==> config.mk <==
export PLATFORM = sky130hd
export DESIGN_NAME = req_arbiter8
export DESIGN_NICKNAME = d
export VERILOG_FILES = /design/src/rtl/req_arbiter8.sv
export SDC_FILE = /design/constraint.sdc
export NUM_CORES = 1
export LEC_CHECK = 0
export ABC_AREA = 1
export CAP_MARGIN = 40
export CORE_MARGIN = 4
export CORE_UTILIZATION = 40
export DETAILED_ROUTE_END_ITERATION = 10
export MAX_ROUTING_LAYER = met4
export PLACE_DENSITY = 0.72
export SKIP_CTS_REPAIR_TIMING = 1
export SYNTH_ARGS = -nofsm -noshare
export SYNTH_HDL_FRONTEND = slang
export SYNTH_SLANG_ARGS = --single-unit
==> constraint.sdc <==
create_clock -name clk -period 5.12 [get_ports clk]
set_input_delay 1.536 -clock clk [delete_from_list [all_inputs] [get_ports clk]]
set_output_delay 1.536 -clock clk [all_outputs]
set_load 0.01 [all_outputs]
==> src/rtl/req_arbiter8.sv <==
// Eight-way round-robin arbiter for a shared resource. Holds one registered
// grant until the resource signals completion or the BUSY timeout expires.
module req_arbiter8 #(
    parameter int TIMEOUT = 16,
    parameter int CNT_W   = 8
) (
    input  logic       clk,
    input  logic       rst,
    input  logic [7:0] req,
    input  logic [7:0] req_mask,
    input  logic       rsp_done,
    output logic [7:0] grant,
    output logic [2:0] sel,
    output logic       busy,
    output logic       timeout
);

    typedef enum logic {
        IDLE = 1'b0,
        BUSY = 1'b1
    } state_t;

    localparam logic [CNT_W-1:0] CNT_LAST = CNT_W'(TIMEOUT - 1);

    state_t           state, state_n;
    logic [2:0]       ptr, ptr_n;
    logic [CNT_W-1:0] count, count_n;
    logic [7:0]       grant_n;
    logic [2:0]       sel_n;
    logic             busy_n;
    logic             timeout_n;

    logic [7:0]       elig;
    logic [2:0]       search_start;
    logic             win_found;
    logic [2:0]       win_idx;
    logic             release_now;

    // First eligible index at or above start, wrapping modulo 8.
    function automatic logic [3:0] find_winner(input logic [7:0] v, input logic [2:0] start);
        logic       found;
        logic [2:0] idx;
        logic [2:0] cand;
        found = 1'b0;
        idx   = 3'd0;
        for (int i = 0; i < 8; i++) begin
            cand = start + 3'(i);
            if (!found && v[cand]) begin
                found = 1'b1;
                idx   = cand;
            end
        end
        return {found, idx};
    endfunction

    assign elig        = req & ~req_mask;
    assign release_now = (state == BUSY) && (rsp_done || (count == CNT_LAST));

    // A releasing requester drops to lowest priority, so search starts past it.
    assign search_start = release_now ? (sel + 3'd1) : ptr;
    assign {win_found, win_idx} = find_winner(elig, search_start);

    always_comb begin
        // NOTE: every signal gets a default first so no path leaves it unassigned,
        // which would otherwise infer a latch.
        state_n   = state;
        ptr_n     = ptr;
        count_n   = count;
        grant_n   = grant;
        sel_n     = sel;
        busy_n    = busy;
        timeout_n = 1'b0;

        unique case (state)
            IDLE: begin
                if (win_found) begin
                    state_n = BUSY;
                    grant_n = 8'(1) << win_idx;
                    sel_n   = win_idx;
                    busy_n  = 1'b1;
                    count_n = '0;
                end
            end
            BUSY: begin
                if (release_now) begin
                    ptr_n     = sel + 3'd1;
                    timeout_n = !rsp_done;
                    count_n   = '0;
                    if (win_found) begin
                        grant_n = 8'(1) << win_idx;
                        sel_n   = win_idx;
                    end else begin
                        state_n = IDLE;
                        grant_n = '0;
                        busy_n  = 1'b0;
                    end
                end else begin
                    count_n = count + CNT_W'(1);
                end
            end
            default: state_n = IDLE;
        endcase
    end

    // NOTE: sequential state uses non-blocking assignments so every register
    // samples the pre-edge values regardless of statement order.
    always_ff @(posedge clk) begin
        if (rst) begin
            state   <= IDLE;
            ptr     <= '0;
            count   <= '0;
            grant   <= '0;
            sel     <= '0;
            busy    <= 1'b0;
            timeout <= 1'b0;
        end else begin
            state   <= state_n;
            ptr     <= ptr_n;
            count   <= count_n;
            grant   <= grant_n;
            sel     <= sel_n;
            busy    <= busy_n;
            timeout <= timeout_n;
        end
    end

endmodule
* Word level (Yosys, flattened, before mapping)
Cells that the tools add are included.
** Cells by class
- $add $sub $neg :: 9
- Magnitude comparators :: 8
- Eq/ne operators :: 4
- Shift operators :: 1
- Muxes and demuxes :: 50
- Bitwise gates (word level) :: 4
- Reduce and logical (&&, ||, !) cells :: 20
** Operators by type and width (count)
- two-way mux 8 bit :: 5
- two-way mux 3 bit :: 11
- less-than comparator 3 x 4 -> 1 bit (second input constant) :: 8
- case mux 8 bit (2 select lines) :: 2
- binary-select mux 1 bit (select 3 bit) :: 8
- two-way mux 1 bit :: 21
- adder 3 bit (second input constant) :: 4
- adder 8 x 1 -> 8 bit (second input constant) :: 1
- bitwise AND 8 bit :: 1
- equality test 8 x 4 -> 1 bit (second input constant) :: 1
- logical AND 1 bit :: 8
- logical NOT 1 bit :: 8
- inverter 8 bit :: 1
- << shifter 1 x 3 -> 8 bit (first input constant) :: 1
- adder 3 x 1 -> 3 bit (second input constant) :: 2
- adder 3 x 2 -> 3 bit (second input constant) :: 2
- case mux 3 bit (2 select lines) :: 1
- != test 2 bit (second input constant) :: 2
- case mux 1 bit (2 select lines) :: 2
- AND reduction 3 bit :: 1
- OR reduction 3 bit :: 1
- != test 2 x 1 -> 1 bit (second input constant) :: 1
- inverter 1 bit :: 2
- AND reduction 2 bit :: 1
- logical OR 1 bit :: 1
** Storage, ports and cells
- Register bits :: 25
- Input bits :: 19
- Output and inout bits :: 13

* Depth between registers and ports, before layout
Gate-level depths: netlist of run 1.
- Depth after elaboration :: 32
- Gate-level depth with buffers :: 24

* Worst setup path before layout of run 1
OpenSTA, ideal clock, no wires.
- Kind :: input to register
- Start :: input port rsp_done
- End :: register count[6]
- Setup time :: 132 ps
- Data arrival time :: 4166 ps
- Data required time :: 4988 ps
- Setup slack :: 822 ps
- Cell stages on the path :: 21
- Cell sequence :: o21bai_4 -> nand2_4 -> nand2_4 -> nand2_4 -> buf_6 -> ha_1 -> inv_1 -> nand3_1 -> nand3_1 -> nand2_2 -> nand3_4 -> nor2_8 -> nand3_2 -> nor3_4 -> ha_1 -> inv_1 -> nand2_1 -> nor2_1 -> nand3_1 -> xor2_1 -> nor2_1
** On the way
- Word-level cells in the longest chain between the ends :: 28
- Elaborated cells on any way between the ends :: 51
- Those cells by class :: add/sub (7); eq/ne (1); mux (27); reduce/logical (16)
** RTL lines
- start: declaration :: RTL line 11 : input logic rsp_done,
- logical OR 1 bit (*) :: RTL line 57 : assign release_now = (state == BUSY) && (rsp_done || (count == CNT_LAST));
- logical AND 1 bit (*) :: RTL line 57
- parallel branches: the longest is 26 deep, another holds adder 3 x 1 -> 3 bit
- end signal: assignment :: RTL line 119 : count <= count_n;
- end: declaration :: RTL line 27 : logic [CNT_W-1:0] count, count_n;
Mark *: on every way between the ends. The select of a mux whose other input is x is not followed.
A chain may end at the register's enable or synchronous reset.

* Worst setup path in the final report of run 1
- Start :: input port rsp_done
- End :: register count[3]
The elaborated chain is that of the path after synthesis.

==> out/results.txt, run 1 <==
first-pass iteration count of the detailed router: 4
Synth Cell Area: 0.002220 sq mm
post-synthesis cell count: 364
Die Footprint: 0.006805 sq mm
die extent in x: 82.49 microns
total track usage: 17.78%
vias per cell: 4.944
fin crit period: 4.646 ns
Hold Fails Final Rpt: 0
num rows: 26
GPL Wtd Cong: 0.8952
Layout area overhead: 19.39%
io pins: 32
cell taking the most area after synthesis: dfxtp_1
hold path depth: 2
CP arrival: 4.82 ns
Final Skew: 0.002206 ns
Final setup violation count: 0
syn_nets: 388
most used flip-flop cell after synthesis: dfxtp_1
design area: 0.002650 sq mm
Starting Density: 42.38%
Detailed Place HPWL: 4.362 mm
largest net degree at the start of global routing: 16
1st-iter DRT viols: 166
Skew-Pair Late Insertion Delay: 0.26 ns
CTS tree: done
routed len/inst: 11.24 microns
switching portion of total power: 46.35%
Max VDD drop: 0.0001264 V
gr ovfl total: 0
Worst R2R Path Depth: 19
Avg Cell Area, Syn: 6.098 sq um
Max Slew Vio Count: 0
maximum root-to-sink buffer count: 2
drt drc: 0
clk root buf: clkbuf_8
Psw: 400.9 uW
share of cells above drive strength 1: 11.31%
Power Density: 326.3 mW/mm^2
status: finished clean
number of synthesized flops with an enable pin: 0
Placement Cell Area: 0.002605 sq mm
Comb pwr share: 59.5%
CORE AREA: 0.005238 sq mm
worst hold path type: reg -> reg
port bufs: 31
f_max: 215.3 MHz
Vias: 2314
Worst setup EP type: flop
area share of the largest cell type after synthesis: 22.55%
Worst-Margin Slew: 0.5492 ns
max_slew headroom: 63.14%
Total Routed Length: 5.258 mm
Die Height: 82.49 microns
Crit Path Class: in -> reg
number of max-cap violations: 0
post-synth cell types: 35
TritonCTS Buffers: 3
Synth warnings: 0
Synth area leaders: dfxtp_1 23%, nand2_1 17%, nand3_1 12%
n_diodes: 0
Clk pwr share: 13.0%
post-synthesis sequential area ratio: 22.55%
CTS sink cnt: 25
leakage power: 0.001267 uW
sequential power share: 27.5%
ANT nets after route: 0
commonest cells in the netlist: 103 x nand2_1, 55 x nand3_1, 48 x nor2_1
most frequent cell after synthesis: nand2_1
worst path required time: 5.30 ns
RSZ-0062 raised after global routing: no
# H-tree levels: 1
vias in the first global route: 2132
Clock transition at path regs: 0.08 ns
CP Launch Type: primary input
crit share post-route: 90.74%
initial antenna violation count: 0
first-pass GRT wire length: 9.328 mm
Crit Path Max Fanout: 10
Async SR Flop Fraction: 0%
setup TNS: 0 ns
fin nets: 423
register bit total from synthesis: 25
Internal Power: 463.9 uW
-- cell type report --
| cell class | instances | area, sq um |
|---|---|---|
| Inverter | 47 | 176.4 |
| Timing Repair Buffer | 36 | 347.8 |
| Fill cell | 556 | 2587 |
| Tap cell | 70 | 87.58 |
| Clock buffer | 4 | 45.04 |
| Multi-Input combinational cell | 286 | 1493 |
| Sequential cell | 25 | 500.5 |
-- power by group through the flow --
| stage | clock [uW] | sequential [uW] | combinational [uW] |
|---|---|---|---|
| 2_1_floorplan | 0 | 248 | 372 |
| 3_3_place_gp | 0 | 243 | 510 |
| 6_report | 112 | 238 | 514 |
| 4_1_cts | 118 | 239 | 515 |
| 3_5_place_dp | 0 | 243 | 513 |
| 5_1_grt | 125 | 242 | 586 |
-- registers in the layout, summed over array words and instances (netlist names) --
name and flops:
timeout 1, grant 8, busy 1, ptr 3
count 8, state 1, sel 3
-- per-stage QoR --
stage	hold slack [ns]	util, %	worst slack, ns	instances	total power, uW
after floorplan	0.4819	-	0.8224	364	620.5
after global placement	0.4548	49.74	0.3044	464	752.4
after detailed placement	0.4560	49.74	0.1826	464	755.7
after CTS	0.4685	50.60	0.4592	468	872.1
after global routing	0.4860	50.60	0.1249	468	952.6
final	0.4661	50.60	0.4743	468	864.8
-- layer usage --
layer	part of all wire [%]	track usage, %
met5	0	-
met1	47	23.34
met2	48	29.41
met4	0.67	3.431
met3	5.1	2.386
-- path summary, 6_finish.rpt --
kind | slack [ns] | startpoint | endpoint
worst min-delay path | 0.47 | grant[5] | grant[5]
worst max register to register | 1.42 | count[0] | count[3]
worst min register to register | 0.47 | grant[5] | grant[5]
worst max-delay path | 0.47 | rsp_done | count[3]
-- layout by cell type (no fill, tap or decap), types with 6 or more instances in the layout --
cell type and count:
nand2_2 13, inv_1 44, a21oi_1 13, nand2_1 103, dfxtp_1 25, nor2_1 48
nand3_1 55, nand4_1 6, clkdlybuf4s50_1 31
-- critical path: stages --
cell and delay, ns:
clkdlybuf4s50_1 0.49, o21bai_4 0.22, nand2_4 0.15, nand2_4 0.14, nand2_4 0.05, ha_1 0.37, inv_1 0.11, nand3_1 0.13
nand3_1 0.10, nand2_2 0.14, nand3_4 0.11, nor2_8 0.13, nand3_2 0.11, nor3_4 0.24, ha_1 0.22, buf_4 0.14
o21ai_1 0.20, a211oi_1 0.23
-- cell families after synthesis --
| logic type | count (synthesis) | synth area share, % |
|---|---|---|
| flip-flops | 25 | 22.55 |
| AND/OR/NAND/NOR | 249 | 54.00 |
| AO/OA/AOI/OAI | 25 | 7.328 |
| XOR/XNOR | 7 | 3.101 |
| buffers and inverters | 53 | 10.20 |
| adder cells (fa/ha/maj) | 5 | 2.818 |
(Power assumes the default switching activity.)
==> run 2: changes to the inputs <==
--- a/config.mk
+++ b/config.mk
@@ -13,6 +13,7 @@
 export MAX_ROUTING_LAYER = met4
 export PLACE_DENSITY = 0.72
 export SKIP_CTS_REPAIR_TIMING = 1
+export SLEW_MARGIN = 30
 export SYNTH_ARGS = -nofsm -noshare
 export SYNTH_HDL_FRONTEND = slang
 export SYNTH_SLANG_ARGS = --single-unit
==> results of run 2 <==
Final layout, timing and power as in run 1 (identical DEF).
==> run 3: changes to the inputs <==
--- a/config.mk
+++ b/config.mk
@@ -10,7 +10,6 @@
 export CORE_MARGIN = 4
 export CORE_UTILIZATION = 40
 export DETAILED_ROUTE_END_ITERATION = 10
-export MAX_ROUTING_LAYER = met4
 export PLACE_DENSITY = 0.72
 export SKIP_CTS_REPAIR_TIMING = 1
 export SLEW_MARGIN = 30
==> run 3 against run 2 <==
Net effect: first-iteration DRC count decreased by 29%; cell area about the same; power increased by 0.89%; non-clock buffer count unchanged; clock skew increased by 0.0055 ns; flip-flop and latch count unchanged; global-route usage decreased by 1.5 points; critical path depth increased by 3; clock power increased by 4%; sequential power about the same; worst setup slack improved by 0.069 ns; combinational power increased by 0.8%.
==> out/results.txt, run 3 (synthesis results as in run 1) <==
setup TNS: 0 ns
pre-CTS WS: 0.2600 ns
Crit Path Max Fanout: 10
Crit Path Class: in -> reg
commonest non-fill, non-tap cell in the layout: nand2_1
# H-tree levels: 1
largest net degree at the start of global routing: 16
most frequent cells in the layout: 103 x nand2_1, 55 x nand3_1, 48 x nor2_1
fin crit period: 4.577 ns
Setup WS post-layout: 0.5429 ns
Max VDD drop: 0.0001305 V
n_diodes: 0
Starting Density: 42.38%
first-pass GRT wire length: 8.873 mm
Die Footprint: 0.006805 sq mm
drt drc: 0
Max Slew Vio Count: 0
Clock transition at path regs: 0.09 ns
max_slew headroom: 65.41%
maximum root-to-sink buffer count: 2
status: finished clean
Total Routed Length: 5.210 mm
RSZ-0062 raised after global routing: no
Final setup violation count: 0
Worst-Margin Slew: 0.5154 ns
Worst setup EP type: flop
CP Launch Type: primary input
initial antenna violation count: 0
fin nets: 423
Power Density: 329.1 mW/mm^2
Die Height: 82.49 microns
port bufs: 31
Layout area overhead: 19.45%
sequential power share: 27.3%
CTS sink cnt: 25
CP arrival: 4.73 ns
Final Skew: 0.007683 ns
Comb pwr share: 59.4%
top flop regs: count x8, grant x8
crit share post-route: 89.40%
Hold Fails Final Rpt: 0
clk root buf: clkbuf_8
f_max: 218.5 MHz
Clk pwr share: 13.3%
1st-iter DRT viols: 118
total track usage: 16.29%
Vias: 2308
Psw: 409.5 uW
Detailed Place HPWL: 4.279 mm
Internal Power: 463.0 uW
vias per cell: 4.932
CORE AREA: 0.005238 sq mm
TritonCTS Buffers: 3
GPL Wtd Cong: 0.9724
worst path required time: 5.27 ns
leakage power: 0.001270 uW
number of max-cap violations: 0
die extent in x: 82.49 microns
Skew-Pair Late Insertion Delay: 0.27 ns
first-pass iteration count of the detailed router: 4
num rows: 26
gr ovfl total: 0
share of cells above drive strength 1: 11.56%
vias in the first global route: 2064
ANT nets after route: 0
CTS tree: done
Final Power: 872.5 uW
io pins: 32
switching portion of total power: 46.93%
worst hold margin: 0.4655 ns
routed len/inst: 11.13 microns
worst hold path type: reg -> reg
[run 3: power groups by stage]
stage	Sequential (uW)	Combinational (uW)	Clock, uW
final	239	518	116
after global routing	241	585	128
after CTS	239	516	120
after detailed placement	243	513	0
after global placement	243	509	0
after floorplan	248	372	0
[run 3: stage by stage]
step	std cells	cell area [sq um]	util (%)
after global placement	464	2605	49.74
after global routing	468	2651	50.62
after floorplan	364	2220	-
after detailed placement	464	2605	49.74
final	468	2651	50.62
after CTS	468	2651	50.62
[run 3: final cells by class]
class                           instances  area, sq um
Timing Repair Buffer                   36        347.8
Clock inverter                          1        5.005
Sequential cell                        25        500.5
Inverter                               47        176.4
Multi-Input combinational cell        286         1493
Tap cell                               70        87.58
Fill cell                             524         2586
Clock buffer                            3        41.29
[run 3: path summary, 6_finish.rpt]
check | cells after the start | from | to | slack [ns]
worst max-delay path | 21 | rsp_done | count[6] | 0.54
worst min-delay path | 2 | grant[5] | grant[5] | 0.47
worst max register to register | 22 | count[0] | count[6] | 1.48
worst min register to register | 2 | grant[5] | grant[5] | 0.47
[run 3: worst max-delay path, stage by stage]
cell	delay [ns]
clkdlybuf4s50_1	0.49
o21bai_4	0.22
nand2_4	0.15
nand2_4	0.13
nand2_4	0.05
ha_1	0.37
inv_1	0.11
nand3_1	0.14
nand3_1	0.10
nand2_2	0.14
nand3_4	0.11
nor2_8	0.13
nand3_2	0.10
nor3_4	0.21
ha_1	0.22
inv_1	0.08
nand2_1	0.09
nor2_1	0.07
nand3_1	0.08
xor2_1	0.15
nor2_1	0.06
[run 3: layer usage]
layer  vias up  share of wire, %  GRT usage [%]
met4         0              0.86          3.922
met1      1014                45          21.48
li1       1225                 -              -
met2        63                48          27.00
met3         6               6.2          3.579
met5         -                 0              0
